### src/rtl/uart_rx_deserializer.sv
// 8N1 UART receiver: two-flop synchronizer, mid-bit sampling FSM,
// sticky word-ready / overrun flags and a one-cycle framing-error pulse.
module uart_rx_deserializer #(
   parameter int WORD_LENGTH = 8,
   parameter int BIT_TICKS   = 434
) (
   input  logic                   clk,
   input  logic                   reset,
   input  logic                   SerialDataIn,
   input  logic                   clearInterrupt,
   output logic [WORD_LENGTH-1:0] ReceivedData,
   output logic                   interrupt_bit,
   output logic                   framing_error,
   output logic                   overrun_error
);

   localparam int TW = $clog2(BIT_TICKS);
   localparam int BW = $clog2(WORD_LENGTH + 1);
   localparam logic [TW-1:0] TICK_LAST = TW'(BIT_TICKS - 1);
   localparam logic [TW-1:0] TICK_HALF = TW'(BIT_TICKS / 2 - 1);
   localparam logic [BW-1:0] BIT_LAST  = BW'(WORD_LENGTH - 1);

   typedef enum logic [2:0] {
      IDLE,
      START,
      DATA,
      STOP,
      WAIT_HIGH
   } state_e;

   state_e                 state_q, state_d;
   logic                   sync1_q, rx_s_q;
   logic [TW-1:0]          tick_q, tick_d;
   logic [BW-1:0]          bit_q, bit_d;
   logic [WORD_LENGTH-1:0] shift_q, shift_d;
   logic [WORD_LENGTH-1:0] data_q, data_d;
   logic                   irq_q, irq_d;
   logic                   fe_q, fe_d;
   logic                   ovr_q, ovr_d;
   logic                   tick_end, half_end, stop_ok;

   assign tick_end = (tick_q == TICK_LAST);
   assign half_end = (tick_q == TICK_HALF);

   always_ff @(posedge clk or posedge reset) begin
      if (reset) begin
         sync1_q <= 1'b1;
         rx_s_q  <= 1'b1;
         state_q <= IDLE;
         tick_q  <= '0;
         bit_q   <= '0;
         shift_q <= '0;
         data_q  <= '0;
         irq_q   <= 1'b0;
         fe_q    <= 1'b0;
         ovr_q   <= 1'b0;
      end else begin
         sync1_q <= SerialDataIn;
         rx_s_q  <= sync1_q;
         state_q <= state_d;
         tick_q  <= tick_d;
         bit_q   <= bit_d;
         shift_q <= shift_d;
         data_q  <= data_d;
         irq_q   <= irq_d;
         fe_q    <= fe_d;
         ovr_q   <= ovr_d;
      end
   end

   always_comb begin
      state_d = state_q;
      tick_d  = tick_q;
      bit_d   = bit_q;
      shift_d = shift_q;
      data_d  = data_q;
      fe_d    = 1'b0;
      stop_ok = 1'b0;
      unique case (state_q)
         IDLE: begin
            tick_d = '0;
            bit_d  = '0;
            if (!rx_s_q) state_d = START;
         end
         START: begin
            if (half_end) begin
               tick_d  = '0;
               state_d = rx_s_q ? IDLE : DATA;
            end else begin
               tick_d = tick_q + TW'(1);
            end
         end
         DATA: begin
            if (tick_end) begin
               tick_d  = '0;
               shift_d = {rx_s_q, shift_q[WORD_LENGTH-1:1]};
               if (bit_q == BIT_LAST) begin
                  bit_d   = '0;
                  state_d = STOP;
               end else begin
                  bit_d = bit_q + BW'(1);
               end
            end else begin
               tick_d = tick_q + TW'(1);
            end
         end
         STOP: begin
            if (tick_end) begin
               tick_d = '0;
               if (rx_s_q) begin
                  stop_ok = 1'b1;
                  data_d  = shift_q;
                  state_d = IDLE;
               end else begin
                  fe_d    = 1'b1;
                  state_d = WAIT_HIGH;
               end
            end else begin
               tick_d = tick_q + TW'(1);
            end
         end
         WAIT_HIGH: begin
            tick_d = '0;
            if (rx_s_q) state_d = IDLE;
         end
         default: state_d = IDLE;
      endcase

      // A completed word beats a coincident clear; overrun only if uncleared.
      irq_d = irq_q;
      ovr_d = ovr_q;
      if (clearInterrupt) begin
         irq_d = 1'b0;
         ovr_d = 1'b0;
      end
      if (stop_ok) begin
         irq_d = 1'b1;
         if (irq_q && !clearInterrupt) ovr_d = 1'b1;
      end
   end

   assign ReceivedData  = data_q;
   assign interrupt_bit = irq_q;
   assign framing_error = fe_q;
   assign overrun_error = ovr_q;

endmodule

### config.mk
export PLATFORM = sky130hd
export DESIGN_NAME = uart_rx_deserializer
export DESIGN_NICKNAME = d
export VERILOG_FILES = /design/src/rtl/uart_rx_deserializer.sv
export SDC_FILE = /design/constraint.sdc
export NUM_CORES = 1
export LEC_CHECK = 0
export ABC_AREA = 1
export CAP_MARGIN = 20
export CORE_MARGIN = 8
export CORE_UTILIZATION = 35
export CTS_CLUSTER_DIAMETER = 60
export DETAILED_ROUTE_END_ITERATION = 7
export DONT_BUFFER_PORTS = 1
export HOLD_SLACK_MARGIN = 0.12
export PLACE_DENSITY_LB_ADDON = 0.1
export SLEW_MARGIN = 30
export SYNTH_ARGS = -nofsm -noshare
export SYNTH_HDL_FRONTEND = slang
export SYNTH_SLANG_ARGS = --single-unit
### constraint.sdc
create_clock -name clk -period 2.3 [get_ports clk]
set_clock_uncertainty 0.2 [all_clocks]
set_input_delay 0.46 -clock clk [delete_from_list [all_inputs] [get_ports clk]]
set_output_delay 0.46 -clock clk [all_outputs]
set_load 0.05 [all_outputs]
* Word level (Yosys, flattened, before mapping)
Index checks and enable logic that the tools add are counted.
Cells by class: $add $sub $neg 2, eq/ne operators 13, muxes and demuxes 26, reduce and logical (&&, ||, !) cells 12
Operators with widths (count):
- case mux 9 bit (3 select lines) | 1
- 2-to-1 mux 3 bit | 7
- 2-to-1 mux 9 bit | 2
- case mux 3 bit (5 select lines) | 1
- != test 2 bit, second input constant | 6
- 2-to-1 mux 1 bit | 11
- adder 9 x 1 -> 9 bit, second input constant | 1
- equality test 9 x 8 -> 1 bit, second input constant | 1
- equality test 9 bit, second input constant | 1
- 2-to-1 mux 4 bit | 2
- case mux 4 bit (2 select lines) | 1
- equality test 3 x 2 -> 1 bit, second input constant | 2
- AND reduction 6 bit | 1
- adder 4 x 1 -> 4 bit, second input constant | 1
- equality test 4 x 3 -> 1 bit, second input constant | 1
- AND reduction 2 bit | 2
- nonzero test 2 bit | 2
- OR reduction 2 bit | 2
- equality test 3 x 1 -> 1 bit, second input constant | 1
- equality test 3 bit, second input constant | 1
- zero test 3 bit | 1
- AND reduction 3 bit | 1
- nonzero test 3 bit | 1
- 2-to-1 mux 2 bit | 1
- 2 further kinds | 2
Storage, ports and cells: bits in registers 37, output and inout bits 11, word-level logic and storage cells 63

* Longest topological paths before layout
Gate-level depths: netlist of run 1.
depth after elaboration 4, depth in mapped cells 10

* Worst setup path before layout of run 1
No wires, ideal clock.
path kind register to register, start point register tick_q[1], end point register bit_q[0], data arrival time 1255 ps, slack 728 ps, cell stages (with the launch flop) 11, buffers on the path 1, path through dfrtp_1 > inv_1 > ha_1 > nand2_1 > nor2_2 > nand2_4 > clkinv_8 > nand2_8 > buf_6 > nand3_2 > o21ai_2
On the way: longest elaborated chain between the ends 3
Ends and longest elaborated chain:
- from (decl) | RTL line 33 | logic [TW-1:0] tick_q, tick_d;
- from (signal assigned) | RTL line 61 | tick_q <= tick_d;
- equality test 9 bit | RTL line 42 | assign tick_end = (tick_q == TICK_LAST);
- != test 2 bit (no source line)
- AND reduction 2 bit (no source line)
- to (signal assigned) | RTL line 62 | bit_q <= bit_d;
- to (decl) | RTL line 34 | logic [BW-1:0] bit_q, bit_d;
Every way passes these cells. A chain may end at the register's enable or synchronous reset.

* Worst setup path after layout of run 1
start point register state_q[0], end point register tick_q[6]
On the way: longest elaborated chain between the ends 3, elaborated cells between the ends (all ways) 9, those cells by class 4 x eq/ne; 1 x mux; 4 x reduce/logical
Ends and longest elaborated chain:
- from (decl) | RTL line 31 | state_e state_q, state_d;
- from (signal assigned) | RTL line 60 | state_q <= state_d;
- equality test 3 bit, or another cell as far along | RTL line 79 | unique case (state_q)
- OR reduction 2 bit (no source line)
- case mux 9 bit (3 select lines) or nonzero test 3 bit (tied branches)
Several ways; a longest one is shown, not always the timed one.

==> qor.txt, run 1 <==
Startpoint type of the worst setup path: flip-flop
CTS tree: built
Hold Path Class: in2reg
Synth unique cells: 27
Synthesized area: 2029 um^2
# diodes: 0
Outcome: completed
CP Capture Point: tick_q[6]
Slew @ Worst Pin: 0.4985 ns
Port Buffers: 0
Relative slew slack: 66.76%
GRT Overall Usage: 9.775%
WL final: 3.752 mm
Area Growth Syn to Fin: 10.30%
Initial DRT Pass Iterations: 4
Resize count post-CTS: 0
Synth warn: 0
Critical-path cell list: o21ai_2 -> buf_4 -> nand4_1 -> nand2_1 -> nand2_1 -> nor2_1
Crit-path max cell delay: 0.45 ns
Die Wd: 92.15 um
Hold Fails Final Rpt: 0
Final period util: 72.16%
GPL Wtd Cong: 0.7822
Mapped Cells: 236
Leakage: 1.098 nW
Num ports: 15
Drt initial violations: 56
Largest net degree at the start of global routing: 38
Buf/Inv on CP: 1
Clk sinks: 37
Die H: 92.15 um
Setup TNS: 0 ns
Initial antenna violation count: 0
Delay-heaviest family, CP: flip-flops
CP max-delay cell: dfrtp_1
Core area: 5540 um^2
Starting Density: 36.63%
Post-route insts no fill: 316
Critical path arrival: 1.68 ns
Reg clk slew, reported paths: 0.08 ns
Aggregate global routing overflow: 0
# Max-Cap Violations: 0
Cell Rows: 27
Peak VDD IR: 0.4366 mV
Critical path class: reg2reg
DRC errors left: 0
Slew Limit Fails: 0
R2R setup slack: 0.64 ns
DR WL/cell: 11.87 um
Via count: 1390
RSZ-0062 raised after global routing: false
Crit-path most repeated cell: nand2_1
Achievable Freq: 602.5 MHz
Clock Root Buffer: clkbuf_8
Placed insts: 306
Nets: 251
Cell Pwr Density: 603.1 nW/um^2
First-pass GRT wire length: 6.699 mm
Vias per inst: 4.399
Synth Area per Inst: 8.599 um^2
Vias in the first global route: 1362
Worst reg2reg endpoint: tick_q[6]
Critical Path Start: state_q[0]
DRT antenna net count: 0
Share of cells above drive strength 1: 25.41%
CTS buffer count: 5
Setup violations, final: 0
Post-Syn Nets: 244
Critical register-to-register path startpoint: state_q[0]
Sequential cell area fraction in the yosys report: 45.75%
Worst-Skew Late Latency: 0.29 ns
Final min period: 1.660 ns
Maximum root-to-sink buffer count: 2
Critical path depth: 6
Seq cells post-synth: 37
CP max FO: 9
Critical path required time: 2.32 ns
Die Area: 8491 um^2
R2R depth: 6
H-tree Lvls: 2
Dpl hpwl: 2.666 mm
Setup crit end kind: flip-flop
## power by group
group / switching, W / internal (W)
Sequential: 0.00000123 / 0.000653
Clock: 0.000244 / 0.000431
Combinational: 0.0000161 / 0.00000435
Total: 0.000262 / 0.00109
## through the flow
| stage | area [um^2] | hold WS [ns] | setup slack (ns) | utilization (%) | power [W] |
|---|---|---|---|---|---|
| after detailed placement | 2085 | 0.1481 | 0.6429 | 37.62 | 0.0006868 |
| after global routing | 2238 | 0.1454 | 0.4634 | 40.40 | 0.001399 |
| after floorplan | 2029 | 0.1452 | 0.7280 | - | 0.0006794 |
| after CTS | 2238 | 0.1252 | 0.6259 | 40.40 | 0.001380 |
| final | 2238 | 0.1377 | 0.6402 | 40.40 | 0.001350 |
| after global placement | 2085 | 0.1470 | 0.6345 | 37.62 | 0.0006866 |
## cell usage after synthesis (all sizes together)
cell | instances | area, um^2
nand2 | 77 | 359.1
inv | 37 | 138.9
dfrtp | 35 | 875.8
nor2 | 22 | 107.6
o21ai | 20 | 171.4
nand3 | 15 | 90.09
nand4 | 7 | 43.79
a21oi | 4 | 20.02
buf | 4 | 50.05
ha | 4 | 50.05
nor3 | 3 | 15.01
dfstp | 2 | 52.55
xor2 | 2 | 17.52
clkinv | 1 | 16.27
nand3b | 1 | 7.510
nor3b | 1 | 7.510
or2 | 1 | 6.260
## worst min-delay path by stage
| stage | startpoint | endpoint | slack [ns] | cells after the start |
|---|---|---|---|---|
| 5_1_grt | clearInterrupt | overrun_error | 0.15 | 3 |
| 4_1_cts | clearInterrupt | overrun_error | 0.13 | 3 |
| 3_5_place_dp | sync1_q | rx_s_q | 0.15 | 0 |
| 2_1_floorplan | sync1_q | rx_s_q | 0.15 | 0 |
| 3_3_place_gp | sync1_q | rx_s_q | 0.15 | 0 |
| 6_report | clearInterrupt | overrun_error | 0.14 | 3 |
## area by class of cell
class	instances	area [um^2]
Fill cell	585	3302
Sequential cell	37	928.4
Multi-Input combinational cell	157	895.9
Inverter	38	155.1
Tap cell	72	90.09
Clock buffer	5	68.82
Clock inverter	3	65.06
Timing Repair Buffer	4	35.03
## sequential cells by signal (all words and copies together) (netlist names)
| register | flops |
|---|---|
| ReceivedData | 8 |
| bit_q | 4 |
| framing_error | 1 |
| interrupt_bit | 1 |
| overrun_error | 1 |
| rx_s_q | 1 |
| shift_q | 8 |
| state_q | 3 |
| sync1_q | 1 |
| tick_q | 9 |
## per-layer routing
metal / share of wire [%] / routed length [um] / GRT usage (%) / vias to the layer above
li1: - / - / - / 747
met1: 51 / 1922 / 13.39 / 619
met2: 43 / 1598 / 13.59 / 19
met3: 4.7 / 178 / 3.097 / 5
met4: 1.4 / 53 / 4.430 / 0
met5: 0 / 0 / 0 / -
## layout by cell type (no fill, tap or decap)
cell / instances
nand3b_1: 1
dlygate4sd3_1: 2
dfstp_2: 2
nand2_8: 2
inv_2: 5
nor2_1: 16
ha_1: 4
nor2_2: 4
nor3b_1: 1
clkinv_8: 1
nand2_1: 62
clkinv_2: 1
xor2_1: 2
nand3_2: 3
o21ai_0: 1
inv_1: 32
o21ai_2: 19
or2_2: 1
dfrtp_1: 35
a21oi_1: 4
nand2_4: 1
nand2_2: 12
nor3_1: 3
bufinv_16: 2
buf_4: 2
nand3_1: 12
nand4_1: 7
nor2_4: 2
clkbuf_8: 5
## cells by family after synthesis
logic type      count (synthesis)  synth area share (%)
simple gates                  127                 31.38
fa+ha+maj                       4                 2.466
flops                          37                 45.75
buf+inv                        42                 10.11
xor+xnor                        2                0.8633
compound gates                 24                 9.433
## worst register-to-register path, stage by stage (launching register included)
cell and delay, ns:
dfrtp_1 0.45, o21ai_2 0.42, buf_4 0.23, nand4_1 0.08, nand2_1 0.08, nand2_1 0.05, nor2_1 0.09
## repair_timing
action,4_1_cts,5_1_grt
hold buffers,2,0
endpoints found under the hold margin,36,0
buffers inserted,0,0
Power figures use the tool's default switching activity.
==> run 2, diff against run 1 <==
clock period = 1.62 ns   (was 2.3 ns; I/O delays follow)
==> qor.txt, run 2 (synthesis results as in run 1) <==
Die Wd: 92.15 um
Outcome: completed
Clk sinks: 37
DR WL/cell: 12.57 um
Logic gate share of total power: 1.9%
First-pass GRT wire length: 6.741 mm
Port Buffers: 0
R2R setup slack: 0.009 ns
Net switching component of the power: 0.0003749 W
Area after DPL: 2162 um^2
Nets: 265
Most frequent cells in the layout: nand2_1 (49), dfrtp_1 (34), inv_1 (30)
Reg clk slew, reported paths: 0.07 ns
Max reg flops: 9
Num ports: 15
Pint: 0.001398 W
Drt initial violations: 46
Area Growth Syn to Fin: 22.01%
Sw frac: 21.15%
Slew Limit Fails: 0
Flop pwr share: 52.4%
H-tree Lvls: 2
Setup violations, final: 0
Worst Hold Path Cells: 0
Starting Density: 36.63%
Post-route cell area: 2476 um^2
Critical path arrival: 1.58 ns
Fillers: 578
Vias in the first global route: 1392
Achievable Freq: 620.6 MHz
Initial antenna violation count: 0
Hold Path Class: reg2reg
Critical path class: reg2reg
Vias per inst: 4.555
CTS buffer count: 5
GPL Wtd Cong: 0.7989
GRT Overall Usage: 9.814%
Clock Root Buffer: clkbuf_8
Total chip power: 0.001772 W
Relative slew slack: 66.37%
Critical register-to-register path startpoint: tick_q[1]
Final min period: 1.611 ns
Worst-Skew Late Latency: 0.29 ns
Die H: 92.15 um
Slew @ Worst Pin: 0.5044 ns
RSZ-0062 raised after global routing: true
Dpl hpwl: 2.776 mm
Initial DRT Pass Iterations: 4
Critical Path Start: tick_q[1]
Startpoint type of the worst setup path: flip-flop
Cell Rows: 27
R2R depth: 8
DRC errors left: 0
# Max-Cap Violations: 0
# diodes: 0
Most common cell after layout, fill and taps aside: nand2_1
Cell Pwr Density: 715.8 nW/um^2
Leakage: 1.184 nW
Clk pwr share: 45.7%
Hold_sp: sync1_q
Critical path required time: 1.59 ns
CTS tree: built
Aggregate global routing overflow: 0
Post-route insts no fill: 330
Final period util: 99.47%
Placed insts: 313
Worst reg2reg endpoint: state_q[1]
Maximum root-to-sink buffer count: 2
WL final: 4.148 mm
Setup crit end kind: flip-flop
Peak VDD IR: 0.4267 mV
Most flops, register: tick_q
Core area: 5540 um^2
Via count: 1503
Die Area: 8491 um^2
Share of cells above drive strength 1: 37.60%
CP max FO: 4
Hold Fails Final Rpt: 0
DRT antenna net count: 0
Hold Path End: rx_s_q
Largest net degree at the start of global routing: 21
## run 2: cell types whose count changed in the layout (fill, tap and decap cells not counted), sizes merged
cell         delta
clkinvlp        +1
bufinv          -1
buf             +9
nand2           +4
dlygate4sd3     +1
## run 2: layer usage
metal	track usage (%)	part of all wire [%]
met1	13.41	52
met2	14.12	43
met3	2.771	4.0
met4	4.027	1.2
met5	0	0
## run 2: area by class of cell
type / instances / area, um^2 / area share, %
clock buffers: 5 / 68.82 / 2.779
clock inverters: 3 / 46.29 / 1.870
inverters: 38 / 157.7 / 6.367
multi-input cells: 161 / 1046 / 42.24
flip-flops and latches: 37 / 929.6 / 37.54
well taps: 72 / 90.09 / 3.638
repair buffers: 14 / 137.6 / 5.558
## run 2: how the worst max path moves through the flow
stage	endpoint	slack, ns	cells after the start
final	state_q[1]	0.009	8
after floorplan	bit_q[0]	0.05	10
after CTS	tick_q[3]	-0.01	9
after detailed placement	tick_q[3]	-0.02	9
after global placement	bit_q[3]	0.002	9
after global routing	state_q[0]	-0.08	10
## run 2: per-stage QoR
step	setup TNS, ns	util [%]	setup WS, ns	hold WS [ns]
4_1_cts	-0.03311	41.94	-0.01217	0.1585
3_5_place_dp	-0.1239	39.02	-0.02030	0.06759
6_report	0	44.69	0.008600	0.1568
3_3_place_gp	0	39.02	0.001690	0.07068
5_1_grt	-1.281	44.69	-0.08349	0.1647
2_1_floorplan	0	-	0.04803	0.1285
## run 2: critical path: stages, from the launching register on
cell     delay (ns)
dfrtp_1        0.42
inv_2          0.10
ha_4           0.13
nand2_2        0.06
nor2_4         0.12
nand2_4        0.09
buf_4          0.15
a21oi_1        0.12
a21oi_1        0.10
## run 2: what timing repair did
item | 4_1_cts | 5_1_grt
setup buffers | 0 | 2
hold endpoints to repair | 40 | 0
endpoints found under the setup margin | 13 | 31
resized for setup | 1 | 31
cloned | 1 | 3
hold buffers | 3 | 0
pin swaps | 2 | 14
## run 2: power by group through the flow
stage	clock, W	combinational [W]	sequential [W]
after global placement	0	0.0000298	0.000947
after floorplan	0	0.0000179	0.000947
final	0.000810	0.0000334	0.000929
after CTS	0.000840	0.0000350	0.000929
after global routing	0.000883	0.0000395	0.000929
after detailed placement	0	0.0000294	0.000947
